File: config.mk
export PLATFORM = sky130hd
export DESIGN_NAME = wide_cmp_seq
export DESIGN_NICKNAME = d
export VERILOG_FILES = /design/src/rtl/cmp_pkg.sv /design/src/rtl/cmp_nibble.sv /design/src/rtl/wide_cmp_seq.sv
export SDC_FILE = /design/constraint.sdc
export NUM_CORES = 1
export LEC_CHECK = 0
export ABC_CLOCK_PERIOD_IN_PS = 3200
export BUFFER_PORTS_ARGS = -buffer_cell sky130_fd_sc_hd__buf_2
export CAP_MARGIN = 10
export CORE_MARGIN = 4
export CORE_UTILIZATION = 53
export DETAILED_ROUTE_END_ITERATION = 7
export PLACE_DENSITY_LB_ADDON = 0.15
export SYNTH_ARGS = -nofsm -noshare
export SYNTH_HDL_FRONTEND = slang
export SYNTH_SLANG_ARGS = --single-unit
File: constraint.sdc
create_clock -name clk -period 3.2 [get_ports clk]
set_clock_uncertainty 0.05 [all_clocks]
set_input_delay 0.64 -clock clk [delete_from_list [all_inputs] [get_ports clk]]
set_output_delay 0.64 -clock clk [all_outputs]
set_load 0.02 [all_outputs]
File: src/rtl/cmp_pkg.sv
// -----------------------------------------------------------------------------
// cmp_pkg
//   Shared constants for the wide sequential magnitude comparator.
//   - FSM state encoding: ST_IDLE, ST_CMP and ST_DONE. ST_DONE is the last state.
//   - Result encoding: one-hot {gt, eq, lt} flags. RES_NONE means no result yet.
//   - Helper function that packs the nibble comparator outputs into a result
//     code.
// -----------------------------------------------------------------------------
package cmp_pkg;

    localparam logic [1:0] ST_IDLE = 2'd0;
    localparam logic [1:0] ST_CMP  = 2'd1;
    localparam logic [1:0] ST_DONE = 2'd2;

    // Bit order matches the output flags: {a_gt_b, a_eq_b, a_lt_b}.
    localparam logic [2:0] RES_GT   = 3'b100;
    localparam logic [2:0] RES_EQ   = 3'b010;
    localparam logic [2:0] RES_LT   = 3'b001;
    localparam logic [2:0] RES_NONE = 3'b000;

    // A nibble that is not equal is either greater or less.
    function automatic logic [2:0] nibble_result(input logic gt);
        return gt ? RES_GT : RES_LT;
    endfunction

endpackage

File: src/rtl/cmp_nibble.sv
// -----------------------------------------------------------------------------
// cmp_nibble
//   Purely combinational unsigned comparison of two 4-bit values.
//   Ports:
//     a_i, b_i : 4-bit operands
//     gt       : a_i > b_i
//     eq       : a_i == b_i
//     lt       : a_i < b_i
// -----------------------------------------------------------------------------
module cmp_nibble (
    input  logic [3:0] a_i,
    input  logic [3:0] b_i,
    output logic       gt,
    output logic       eq,
    output logic       lt
);

    assign gt = (a_i > b_i);
    assign eq = (a_i == b_i);
    assign lt = (a_i < b_i);

endmodule

File: src/rtl/wide_cmp_seq.sv
// -----------------------------------------------------------------------------
// wide_cmp_seq
//   Multi-cycle magnitude comparator for WIDTH-bit operands.
//   A single 4-bit nibble comparator is stepped from the most significant
//   nibble down to the least significant one, at one nibble per clock. The
//   scan stops at the first nibble that differs. Both the input side and the
//   result side use a valid/ready handshake.
//
//   Parameters:
//     WIDTH : operand width. Must be a multiple of 4 and at least 4.
//
//   Ports:
//     clk, rst    : clock and synchronous active-high reset
//     in_valid    : input handshake, operands valid
//     in_ready    : input handshake, high only when the block is idle
//     a_i, b_i    : operands, sampled only when the input handshake completes
//     out_valid   : result valid, held until out_ready
//     out_ready   : result accepted; only takes effect in DONE
//     a_gt_b, a_eq_b, a_lt_b : one-hot result flags. They hold until the next
//                              accept.
//     cycles_o    : number of nibble steps used (1..NIB)
//     signed_i    : present only with SIGNED_CMP_EN. When set at accept, the
//                   compare is two's complement.
//
//   Build option:
//     SIGNED_CMP_EN : adds the signed_i port. When signed_i is set, the MSB of
//                     both operands is inverted as they are latched, which
//                     turns the unsigned scan into a signed compare.
// -----------------------------------------------------------------------------
module wide_cmp_seq
    import cmp_pkg::*;
#(
    parameter  int WIDTH = 32,
    localparam int NIB   = WIDTH / 4,
    localparam int CW    = $clog2(NIB + 1)
) (
    input  logic             clk,
    input  logic             rst,
    input  logic             in_valid,
    output logic             in_ready,
    input  logic [WIDTH-1:0] a_i,
    input  logic [WIDTH-1:0] b_i,
    output logic             out_valid,
    input  logic             out_ready,
    output logic             a_gt_b,
    output logic             a_eq_b,
    output logic             a_lt_b,
`ifdef SIGNED_CMP_EN
    input  logic             signed_i,
`endif
    output logic [CW-1:0]    cycles_o
);

    // Width of the nibble index. It is at least one bit, so that the
    // single-nibble case still has a legal register.
    localparam int IW   = (NIB > 1) ? $clog2(NIB) : 1;
    localparam int NSLT = 1 << IW;

    generate
        if ((WIDTH % 4) != 0 || WIDTH < 4) begin : g_bad_width
            $error("wide_cmp_seq: WIDTH must be a multiple of 4 and >= 4");
        end
    endgenerate

    logic [1:0]       state_q, state_d;
    logic [WIDTH-1:0] a_q, a_d;
    logic [WIDTH-1:0] b_q, b_d;
    logic [IW-1:0]    idx_q, idx_d;
    logic [2:0]       res_q, res_d;
    logic [CW-1:0]    cyc_q, cyc_d;

    // Mask applied to both operands at latch time. Inverting the sign bit
    // maps two's-complement order onto unsigned order.
    logic [WIDTH-1:0] flip_mask;
`ifdef SIGNED_CMP_EN
    assign flip_mask = {signed_i, {(WIDTH-1){1'b0}}};
`else
    assign flip_mask = '0;
`endif

    // Split the operands into nibble slots. The table is padded to a power
    // of two, so that every value of idx_q selects a defined entry.
    logic [3:0] a_nibs [NSLT];
    logic [3:0] b_nibs [NSLT];

    genvar gi;
    generate
        for (gi = 0; gi < NSLT; gi++) begin : g_nib
            if (gi < NIB) begin : g_used
                assign a_nibs[gi] = a_q[4*gi +: 4];
                assign b_nibs[gi] = b_q[4*gi +: 4];
            end else begin : g_pad
                assign a_nibs[gi] = 4'h0;
                assign b_nibs[gi] = 4'h0;
            end
        end
    endgenerate

    logic [3:0] a_nib, b_nib;
    logic       nib_gt, nib_eq, nib_lt;

    assign a_nib = a_nibs[idx_q];
    assign b_nib = b_nibs[idx_q];

    cmp_nibble u_cmp_nibble (
        .a_i (a_nib),
        .b_i (b_nib),
        .gt  (nib_gt),
        .eq  (nib_eq),
        .lt  (nib_lt)
    );

    always_comb begin
        state_d   = state_q;
        a_d       = a_q;
        b_d       = b_q;
        idx_d     = idx_q;
        res_d     = res_q;
        cyc_d     = cyc_q;
        in_ready  = 1'b0;
        out_valid = 1'b0;

        case (state_q)
            ST_IDLE: begin
                in_ready = 1'b1;
                if (in_valid) begin
                    a_d     = a_i ^ flip_mask;
                    b_d     = b_i ^ flip_mask;
                    idx_d   = IW'(NIB - 1);
                    res_d   = RES_NONE;
                    cyc_d   = '0;
                    state_d = ST_CMP;
                end
            end
            ST_CMP: begin
                if (nib_gt || nib_lt) begin
                    res_d   = nibble_result(nib_gt);
                    cyc_d   = CW'(NIB) - CW'(idx_q);
                    state_d = ST_DONE;
                end else if (nib_eq && idx_q == '0) begin
                    res_d   = RES_EQ;
                    cyc_d   = CW'(NIB);
                    state_d = ST_DONE;
                end else begin
                    // Equal nibble with more nibbles left below it.
                    idx_d = idx_q - 1'b1;
                end
            end
            ST_DONE: begin
                out_valid = 1'b1;
                if (out_ready) begin
                    state_d = ST_IDLE;
                end
            end
            default: begin
                state_d = ST_IDLE;
            end
        endcase
    end

    always_ff @(posedge clk) begin
        if (rst) begin
            state_q <= ST_IDLE;
            a_q     <= '0;
            b_q     <= '0;
            idx_q   <= '0;
            res_q   <= RES_NONE;
            cyc_q   <= '0;
        end else begin
            state_q <= state_d;
            a_q     <= a_d;
            b_q     <= b_d;
            idx_q   <= idx_d;
            res_q   <= res_d;
            cyc_q   <= cyc_d;
        end
    end

    assign a_gt_b   = res_q[2];
    assign a_eq_b   = res_q[1];
    assign a_lt_b   = res_q[0];
    assign cycles_o = cyc_q;

endmodule

==> results.sh, run 1 <==
export IMPL_place_gp_congestion=0.765
export IMPL_dp_hpwl_mm=5.22
export IMPL_placed_cells=510
export IMPL_syn2layout_area_growth_pct=17.6
export IMPL_grt_max_degree=67
export IMPL_yosys_area_share_simple=0.205
export IMPL_final_cells=526
export IMPL_slew_headroom=0.566
export IMPL_required_ps=3390
export IMPL_drt_initial_drc_count=154
export IMPL_reg2reg_slack_ps=440
export IMPL_post_synth_fa_ha_maj_area_fraction=0.0265
export IMPL_peakVddDrop_mv=0.532
export IMPL_drtAntennaViolNets=0
export IMPL_drc=0
export IMPL_hold_violations=0
export IMPL_num_antenna_cells=0
export IMPL_crit_path_max_incr_delay_ps=560
export IMPL_initial_utilization=0.551
export IMPL_synth_fp_nets=453
export IMPL_design_portCount=77
export IMPL_multi_input_area_mm2=0.00163
export IMPL_drv_slew=0
export IMPL_setup_violations=0
export IMPL_yosysWarnings=0
export IMPL_cts_buffers=9
export IMPL_synth_top_cell_by_area="dfxtp_1"
export IMPL_layout_common_cells="nand2_1 (141), dfxtp_1 (76), buf_2 (76)"
export IMPL_grt_pass1_wl_mm=12.4
export IMPL_clk_insertion_delay_late_ps=350
export IMPL_final_common_cell="nand2_1"
export IMPL_synth_async_reset_ratio=0
export IMPL_ctsLongestPathBuffers=2
export IMPL_port_buffers=76
export IMPL_synth_distinct_cells=33
export IMPL_cts_tree="built"
export IMPL_root_buffer="clkbuf_8"
export IMPL_cts_sink_count=76
export IMPL_hold_class="reg2reg"
export IMPL_final_period_utilization=0.862
export IMPL_end_kind="flip-flop"
export IMPL_worst_pin_slew_ps=651
export IMPL_drv_cap=0
export IMPL_p_leak_uw=0.00162
export IMPL_fillers=539
export IMPL_setup_tns_ps=0
export IMPL_overflow=0
export IMPL_synth_area_mm2=0.00330
export IMPL_synth_mux_area_frac=0.126
export IMPL_synth_seq_cells=76
export IMPL_fp_dieW_um=86.9
export IMPL_max_freq_ghz=0.363
export IMPL_seqCellArea_mm2=0.00152
export IMPL_antenna_found_initial=0
export IMPL_htree_num_levels=3
export IMPL_synthXorXnorAreaFrac=0
export IMPL_avgSynthCellArea_um2=8.73
export IMPL_synth_seq_area_share=0.461
export IMPL_path_cells="buf_4 > mux4_2 > nand2_1 > nand2_1 > ha_1 > nand4_2 > nor2_1 > mux2_4 > a22o_1"
export IMPL_status="completed"
export IMPL_synth_area_leaders="dfxtp_1 (46%), nand2_1 (16%), mux4_2 (11%)"
export IMPL_vias_per_cell=5.27
export IMPL_worstPathArrival_ps=2950
export IMPL_vias=2770
export IMPL_nets=521
export IMPL_total_power_uw=3410
export IMPL_grt_pass1_vias=2733
export IMPL_die_height_um=86.9
export IMPL_first_pass_iters=4
export IMPL_dieArea_mm2=0.00755
export IMPL_row_count=28
export IMPL_critical_path_top_delay_family="multiplexers"
export IMPL_utilization=0.648
export IMPL_synthFlopType="dfxtp_1"
export IMPL_clk_pin_slew_ps=80
export IMPL_period_needed_ps=2760
export IMPL_p_per_area_mw_per_mm2=878
export IMPL_coreArea_mm2=0.00599
export IMPL_critical_path_max_fanout=16
export IMPL_synth_top_family_by_area="simple AND/OR/NAND/NOR gates"
export IMPL_cts_hold_buf=0
export IMPL_wire_per_inst_um=13.8
export IMPL_synth_edf_count=0
export IMPL_grt_use_total=0.209
export IMPL_worst_path_most_repeated_cell="nand2_1"
export IMPL_cts_resized=0
export IMPL_cp_num_buf_inv=1
export IMPL_rsz0062_at_grt="no"
export IMPL_cp_start_kind="flip-flop"
export IMPL_synth_top_area_frac=0.461
export IMPL_synth_compound_area_frac=0.136
export IMPL_drive_gt1_frac=0.271
export IMPL_post_cts_setup_buffers=0
export IMPL_crit_type="reg2reg"
export IMPL_slowest_stage="mux4_2"
export IMPL_totalWireLength_mm=7.28
export IMPL_syn_instance_count=378
==> final timing paths <==
kind              startpoint     endpoint  cells past startpoint
setup / recovery    idx_q[0]  cycles_o[3]                      9
hold / removal       a_q[15]      a_q[15]                      2
setup reg to reg    idx_q[0]  cycles_o[3]                      9
hold reg to reg      a_q[15]      a_q[15]                      2
==> stage by stage <==
stage	setup slack, ps	hold WS [ps]	cell area, µm²
final	443	406	3880
after global routing	194	427	3880
after CTS	441	408	3880
after detailed placement	463	397	3690
after global placement	555	390	3690
after floorplan	751	383	3300
==> flip-flops by register name (all words and copies together) (netlist names) <==
name	flops
a_q	32
b_q	32
cycles_o	4
idx_q	3
res_q	3
state_q	2
==> final cells by class <==
cell class,instances,area share
well taps,75,0.0242
flip-flops and latches,76,0.392
clock inverters,6,0.0126
inverters,4,0.00387
clock buffers,10,0.0355
repair buffers,83,0.112
multi-input cells,272,0.420
==> where the power goes <==
| part | internal, µW | switching [µW] |
|---|---|---|
| combinational | 617 | 852 |
| clock | 307 | 364 |
| sequential | 1150 | 117 |
| total | 2070 | 1330 |
==> cells in the mapped netlist, drive strengths merged, types with 2 or more instances <==
master and count:
a21oi 68, a221oi 2, a22o 4, and2 2, buf 13, clkbuf 13
dfxtp 76, ha 7, inv 4, mux2i 4, mux4 16, nand2 142
nand2b 2, nor2 6, nor2b 2, nor3 3, o21ai 2
==> per-layer routing <==
layer,global-route usage,part of all wire,vias to the layer above
met5,0,0,-
met4,0.0737,0.016,0
met3,0.0360,0.062,13
met2,0.327,0.47,75
met1,0.291,0.45,1261
li1,-,-,1421
==> logic make-up (layout without fill, tap and decap cells) <==
kind of cell,count (synthesis),count (layout)
and+or+nand+nor,162,162
AOI/OAI and AO/OA,82,82
DFF,76,76
buffers and inverters,30,103
muxes,21,21
adders and majority gates,7,7
==> tightest hold or removal path, delay by kind of cell, from the launching register on <==
kind	cells	cell delay [ps]
AND/OR/NAND/NOR	1	50
flip-flops	1	310
AO/OA/AOI/OAI	1	50
(Power assumes the default switching activity.)
==> inputs of run 2 (changes only) <==
--- a/config.mk
+++ b/config.mk
@@ -5,11 +5,12 @@
 export SDC_FILE = /design/constraint.sdc
 export NUM_CORES = 1
 export LEC_CHECK = 0
+export ABC_AREA = 1
 export ABC_CLOCK_PERIOD_IN_PS = 3200
 export BUFFER_PORTS_ARGS = -buffer_cell sky130_fd_sc_hd__buf_2
 export CAP_MARGIN = 10
 export CORE_MARGIN = 4
-export CORE_UTILIZATION = 53
+export CORE_UTILIZATION = 54
 export DETAILED_ROUTE_END_ITERATION = 7
 export PLACE_DENSITY_LB_ADDON = 0.15
 export SYNTH_ARGS = -nofsm -noshare
==> run 2 against run 1 <==
Register-to-register slack better by 280 ps. Combinational power shrank 25%. Sequential power is 6% lower. Global-route usage grew 1.0 points. Core utilization increased by 1.1 points. Die area increased by 2.3%. Synthesized cell count grew 26%. Setup slack improved by 280 ps. Clock-buffer cell count did not move. Wire length grew 13%. Critical path type unchanged.
==> results.sh, run 2 <==
export IMPL_hold_class="reg2reg"
export IMPL_peakVddDrop_mv=0.494
export IMPL_status="completed"
export IMPL_die_height_um=87.9
export IMPL_coreArea_mm2=0.00606
export IMPL_wire_per_inst_um=13.3
export IMPL_row_count=28
export IMPL_htree_num_levels=3
export IMPL_setup_tns_ps=0
export IMPL_final_common_cell="nor2_1"
export IMPL_p_leak_uw=0.00177
export IMPL_first_pass_iters=5
export IMPL_r2r_cells=14
export IMPL_syn_instance_count=478
export IMPL_worstPathArrival_ps=2700
export IMPL_synth_async_reset_ratio=0
export IMPL_totalWireLength_mm=8.25
export IMPL_drc=0
export IMPL_grt_pass1_vias=3081
export IMPL_dp_hpwl_mm=5.65
export IMPL_synth_seq_area_share=0.441
export IMPL_p_per_area_mw_per_mm2=770
export IMPL_whs_ps=425
export IMPL_drive_gt1_frac=0.215
export IMPL_critical_path_max_fanout=18
export IMPL_hold_violations=0
export IMPL_port_buffers=76
export IMPL_synth_top_cell_by_area="dfxtp_1"
export IMPL_synth_compound_area_frac=0.203
export IMPL_cts_resized=0
export IMPL_synth_distinct_cells=27
export IMPL_yosysWarnings=0
export IMPL_synthXorXnorAreaFrac=0
export IMPL_min_to="cycles_o[0]"
export IMPL_overflow=0
export IMPL_required_ps=3430
export IMPL_synthTopCellsByCount="nor2_1 (164), o21ai_0 (90), dfxtp_1 (76)"
export IMPL_internal_power_uw=1920
export IMPL_synthFlopType="dfxtp_1"
export IMPL_path_cells="inv_1 > o21ai_0 > o221ai_1 > o21ai_0 > ha_1 > nand2_2 > inv_2 > nand2_2 > nand2_2 > nand2_2 > nand2_4 > nand3_1 > nand2_1 > a21oi_1"
export IMPL_rsz0062_at_grt="no"
export IMPL_clk_pin_slew_ps=70
export IMPL_reg2reg_slack_ps=720
export IMPL_fp_dieW_um=87.9
export IMPL_synth_edf_count=0
export IMPL_crit_path_max_incr_delay_ps=410
export IMPL_cts_hold_buf=0
export IMPL_period_needed_ps=2480
export IMPL_dieArea_mm2=0.00773
export IMPL_cts_buffers=9
export IMPL_setup_violations=0
export IMPL_pwr_share_comb=0.356
export IMPL_avgSynthCellArea_um2=7.21
export IMPL_power_switching_uw=1150
export IMPL_slew_headroom=0.513
export IMPL_design_portCount=77
export IMPL_synth_mux_area_frac=0
export IMPL_drtAntennaViolNets=0
export IMPL_r2r_end="idx_q[0]"
export IMPL_cts_tree="built"
export IMPL_num_antenna_cells=0
export IMPL_clk_insertion_delay_late_ps=350
export IMPL_slowest_stage="inv_1"
export IMPL_syn2layout_area_growth_pct=15.9
export IMPL_p_sw_frac=0.375
export IMPL_hold_path_depth=2
export IMPL_nets=613
export IMPL_worst_path_most_repeated_cell="nand2_2"
export IMPL_cp_start_kind="flip-flop"
export IMPL_cts_sink_count=76
export IMPL_yosys_area_share_simple=0.258
export IMPL_end_kind="flip-flop"
export IMPL_hold_start="cycles_o[0]"
export IMPL_crit_type="reg2reg"
export IMPL_synth_seq_cells=76
export IMPL_power_frac_seq=0.388
export IMPL_grt_pass1_wl_mm=13.5
export IMPL_drt_initial_drc_count=157
export IMPL_post_cts_setup_buffers=0
export IMPL_grt_use_total=0.219
export IMPL_final_period_utilization=0.774
export IMPL_antenna_found_initial=0
export IMPL_total_power_uw=3070
export IMPL_clkPwrFrac=0.256
export IMPL_yosysMostFrequentCell="nor2_1"
export IMPL_vias=3298
export IMPL_root_buffer="clkbuf_8"
export IMPL_reg2reg_from="idx_q[1]"
export IMPL_max_freq_ghz=0.404
export IMPL_synth_area_mm2=0.00345
export IMPL_layout_common_cells="nor2_1 (164), o21ai_0 (90), dfxtp_1 (76), buf_2 (76), nand2_1 (28)"
export IMPL_initial_utilization=0.569
export IMPL_drv_slew=0
export IMPL_post_synth_fa_ha_maj_area_fraction=0.0254
export IMPL_synth_area_leaders="dfxtp_1 (44%), nor2_1 (18%), o21ai_0 (13%)"
export IMPL_ctsLongestPathBuffers=2
export IMPL_drv_cap=0
export IMPL_synth_top_area_frac=0.441
export IMPL_vias_per_cell=5.34
export IMPL_synth_top_family_by_area="simple AND/OR/NAND/NOR gates"
export IMPL_synth_fp_nets=553
export IMPL_grt_max_degree=74
export IMPL_worst_pin_slew_ps=729
export IMPL_place_gp_congestion=0.853
## run 2: power groups by stage
| stage | clock (µW) | combinational [µW] | sequential, µW |
|---|---|---|---|
| after floorplan | 0 | 873 | 1200 |
| after global placement | 0 | 1050 | 1210 |
| after detailed placement | 0 | 1080 | 1210 |
| after CTS | 793 | 1090 | 1190 |
| after global routing | 835 | 1240 | 1210 |
| final | 788 | 1100 | 1190 |
## run 2: kinds of logic (layout without fill, tap and decap cells)
kind of cell,after synthesis,count (layout)
adder cells (fa/ha/maj),7,7
AO/OA/AOI/OAI,130,130
flip-flops,76,76
AND/OR/NAND/NOR,219,219
buffers and inverters,46,111
## run 2: layout make-up
class	instances	area, µm²
clock buffers	10	128
repair buffers	81	430
flip-flops and latches	76	1520
clock inverters	6	88.8
multi-input cells	356	1680
inverters	14	52.6
well taps	75	93.8
fillers	573	2070
## run 2: metal layers
layer,GRT usage,wire length [µm],vias up
li1,-,-,1694
met1,0.269,3710,1511
met2,0.386,4020,84
met3,0.0602,437,9
met4,0.0418,84,0
met5,0,0,-
## run 2: metrics by stage
| step | setup slack (ps) | cell area (µm²) | instances | utilization |
|---|---|---|---|---|
| global route | 502 | 3990 | 618 | 0.659 |
| CTS | 759 | 3990 | 618 | 0.659 |
| floorplan | 1170 | 3450 | 478 | - |
| global placement | 893 | 3780 | 602 | 0.623 |
| detailed placement | 797 | 3780 | 602 | 0.623 |
| finish | 723 | 3990 | 618 | 0.659 |
## run 2: worst max-delay path: cells and delay by family (launching register included)
family / cells / cell delay [ps]
AO/OA/AOI/OAI: 4 / 640
AND/OR/NAND/NOR: 7 / 610
buffers and inverters: 2 / 450
adder cells (fa/ha/maj): 1 / 340
flip-flops: 1 / 310
## run 2: how the worst max path moves through the flow
| stage | from | end | slack, ps | cells past startpoint |
|---|---|---|---|---|
| global placement | idx_q[1] | idx_q[2] | 890 | 14 |
| detailed placement | idx_q[1] | idx_q[0] | 800 | 12 |
| global route | idx_q[0] | idx_q[0] | 500 | 14 |
| floorplan | idx_q[0] | idx_q[2] | 1170 | 15 |
| CTS | idx_q[1] | idx_q[0] | 760 | 12 |
| finish | idx_q[1] | idx_q[0] | 720 | 14 |
==> inputs of run 3 (changes only) <==
--- a/config.mk
+++ b/config.mk
@@ -6,11 +6,11 @@
 export NUM_CORES = 1
 export LEC_CHECK = 0
 export ABC_AREA = 1
-export ABC_CLOCK_PERIOD_IN_PS = 3200
+export ABC_CLOCK_PERIOD_IN_PS = 2200
 export BUFFER_PORTS_ARGS = -buffer_cell sky130_fd_sc_hd__buf_2
 export CAP_MARGIN = 10
 export CORE_MARGIN = 4
-export CORE_UTILIZATION = 54
+export CORE_UTILIZATION = 49
 export DETAILED_ROUTE_END_ITERATION = 7
 export PLACE_DENSITY_LB_ADDON = 0.15
 export SYNTH_ARGS = -nofsm -noshare
==> constraint.sdc (replaced) <==
create_clock -name clk -period 2.2 [get_ports clk]
set_clock_uncertainty 0.05 [all_clocks]
set_input_delay 0.44 -clock clk [delete_from_list [all_inputs] [get_ports clk]]
set_output_delay 0.44 -clock clk [all_outputs]
set_load 0.02 [all_outputs]
==> run 3 against run 2 <==
Critical path type unchanged. Maximum frequency rose by 15%. First-iteration DRC count fell by 16%. Flip-flop and latch count is the same. Largest cell class unchanged. Critical endpoint is now cycles_o[3].
==> results.sh, run 3 (same netlist as run 2, synthesis figures left out) <==
export IMPL_grt_use_total=0.203
export IMPL_vias_per_cell=5.14
export IMPL_path_cells="inv_8 > clkbuf_16 > o21ai_4 > o22ai_2 > nand2_1 > nand2_2 > ha_4 > nand2_2 > nand2_2 > nand2_4 > nand2_4 > nand3_4 > nand2_4 > nand2_2 > nand2_1 > inv_1 > nor2_2"
export IMPL_dp_hpwl_mm=6.04
export IMPL_port_buffers=76
export IMPL_placed_cells=638
export IMPL_final_period_utilization=0.980
export IMPL_coreArea_mm2=0.00683
export IMPL_nets=638
export IMPL_cts_buffers=9
export IMPL_max_freq_ghz=0.464
export IMPL_rsz0062_at_grt="yes"
export IMPL_ctsLongestPathBuffers=2
export IMPL_hold_class="in2reg"
export IMPL_totalWireLength_mm=8.89
export IMPL_antenna_found_initial=0
export IMPL_required_ps=2440
export IMPL_drt_initial_drc_count=132
export IMPL_p_per_area_mw_per_mm2=1140
export IMPL_critical_path_top_delay_family="simple AND/OR/NAND/NOR gates"
export IMPL_crit_type="reg2reg"
export IMPL_die_height_um=91.9
export IMPL_final_common_cell="nor2_1"
export IMPL_overflow=0
export IMPL_peakVddDrop_mv=0.451
export IMPL_end_kind="flip-flop"
export IMPL_drc=0
export IMPL_utilization=0.655
export IMPL_cts_sink_count=76
export IMPL_cp_start_kind="flip-flop"
export IMPL_fp_dieW_um=91.9
export IMPL_setup_tns_ps=0
export IMPL_drv_cap=0
export IMPL_wire_per_inst_um=13.4
export IMPL_row_count=30
export IMPL_worstPathArrival_ps=2390
export IMPL_cts_hold_buf=0
export IMPL_dieArea_mm2=0.00844
export IMPL_place_gp_congestion=0.923
export IMPL_grt_max_degree=41
export IMPL_layout_common_cells="nor2_1 (156), buf_2 (76), dfxtp_1 (74)"
export IMPL_clk_insertion_delay_late_ps=340
export IMPL_clk_pin_slew_ps=70
export IMPL_cp_num_buf_inv=3
export IMPL_setup_violations=0
export IMPL_initial_utilization=0.505
export IMPL_whs_ps=280
export IMPL_drive_gt1_frac=0.314
export IMPL_root_buffer="clkbuf_8"
export IMPL_critical_path_max_fanout=7
export IMPL_slowest_stage="dfxtp_4"
export IMPL_period_needed_ps=2160
export IMPL_hold_violations=0
export IMPL_crit_path_max_incr_delay_ps=440
export IMPL_syn2layout_area_growth_pct=29.9
export IMPL_num_antenna_cells=0
export IMPL_htree_num_levels=3
export IMPL_drtAntennaViolNets=0
export IMPL_worst_pin_slew_ps=347
export IMPL_grt_pass1_wl_mm=13.9
export IMPL_worst_path_most_repeated_cell="nand2_2"
export IMPL_vias=3403
export IMPL_first_pass_iters=4
export IMPL_p_leak_uw=0.00197
export IMPL_design_portCount=77
export IMPL_cts_tree="built"
export IMPL_final_cells=662
export IMPL_grt_pass1_vias=3089
export IMPL_drv_slew=0
export IMPL_status="completed"
export IMPL_slew_headroom=0.768
[run 3: cell type report]
class,count,area [µm²]
fillers,617,2350
multi-input cells,357,1880
inverters,14,60.1
repair buffers,105,699
flip-flops and latches,76,1530
well taps,96,120
clock inverters,2,35.0
clock buffers,12,155
[run 3: routing by layer]
metal,vias to the layer above,part of all wire,track usage
li1,1748,-,-
met4,0,0.028,0.0780
met1,1533,0.44,0.256
met2,96,0.48,0.328
met5,-,0,0
met3,26,0.053,0.0566
[run 3: worst min-delay path: cells and delay by family]
kind / cells / cell delay (ps)
buf+inv: 1 / 70
simple gates: 1 / 70
compound gates: 1 / 60
[run 3: final timing paths]
kind | slack (ps) | to | from | cells after the start
hold / removal | 280 | b_q[26] | b_i[26] | 3
hold reg to reg | 430 | cycles_o[0] | cycles_o[0] | 2
setup / recovery | 40 | cycles_o[3] | idx_q[0] | 17
setup reg to reg | 40 | cycles_o[3] | idx_q[0] | 17
[run 3: power breakdown]
group	internal, µW	switching (µW)	total (µW)
logic	979	1310	2290
registers	1600	169	1770
clock network	572	472	1040
[run 3: stage by stage]
stage / instance area (µm²) / setup WS [ps] / total power, µW
floorplan: 3450 / 171 / 3010
global placement: 3930 / 12.8 / 3420
detailed placement: 3930 / -66.0 / 3470
CTS: 4130 / 5.79 / 4540
global route: 4480 / -81.9 / 5450
finish: 4480 / 44.0 / 5100
[run 3: repair_timing]
item / 4_1_cts / 5_1_grt
endpoints found under the hold margin: 0 / 0
cloned: 0 / 4
buffers inserted: 0 / 6
resized for setup: 5 / 74
pin swaps: 1 / 14
endpoints found under the setup margin: 11 / 12
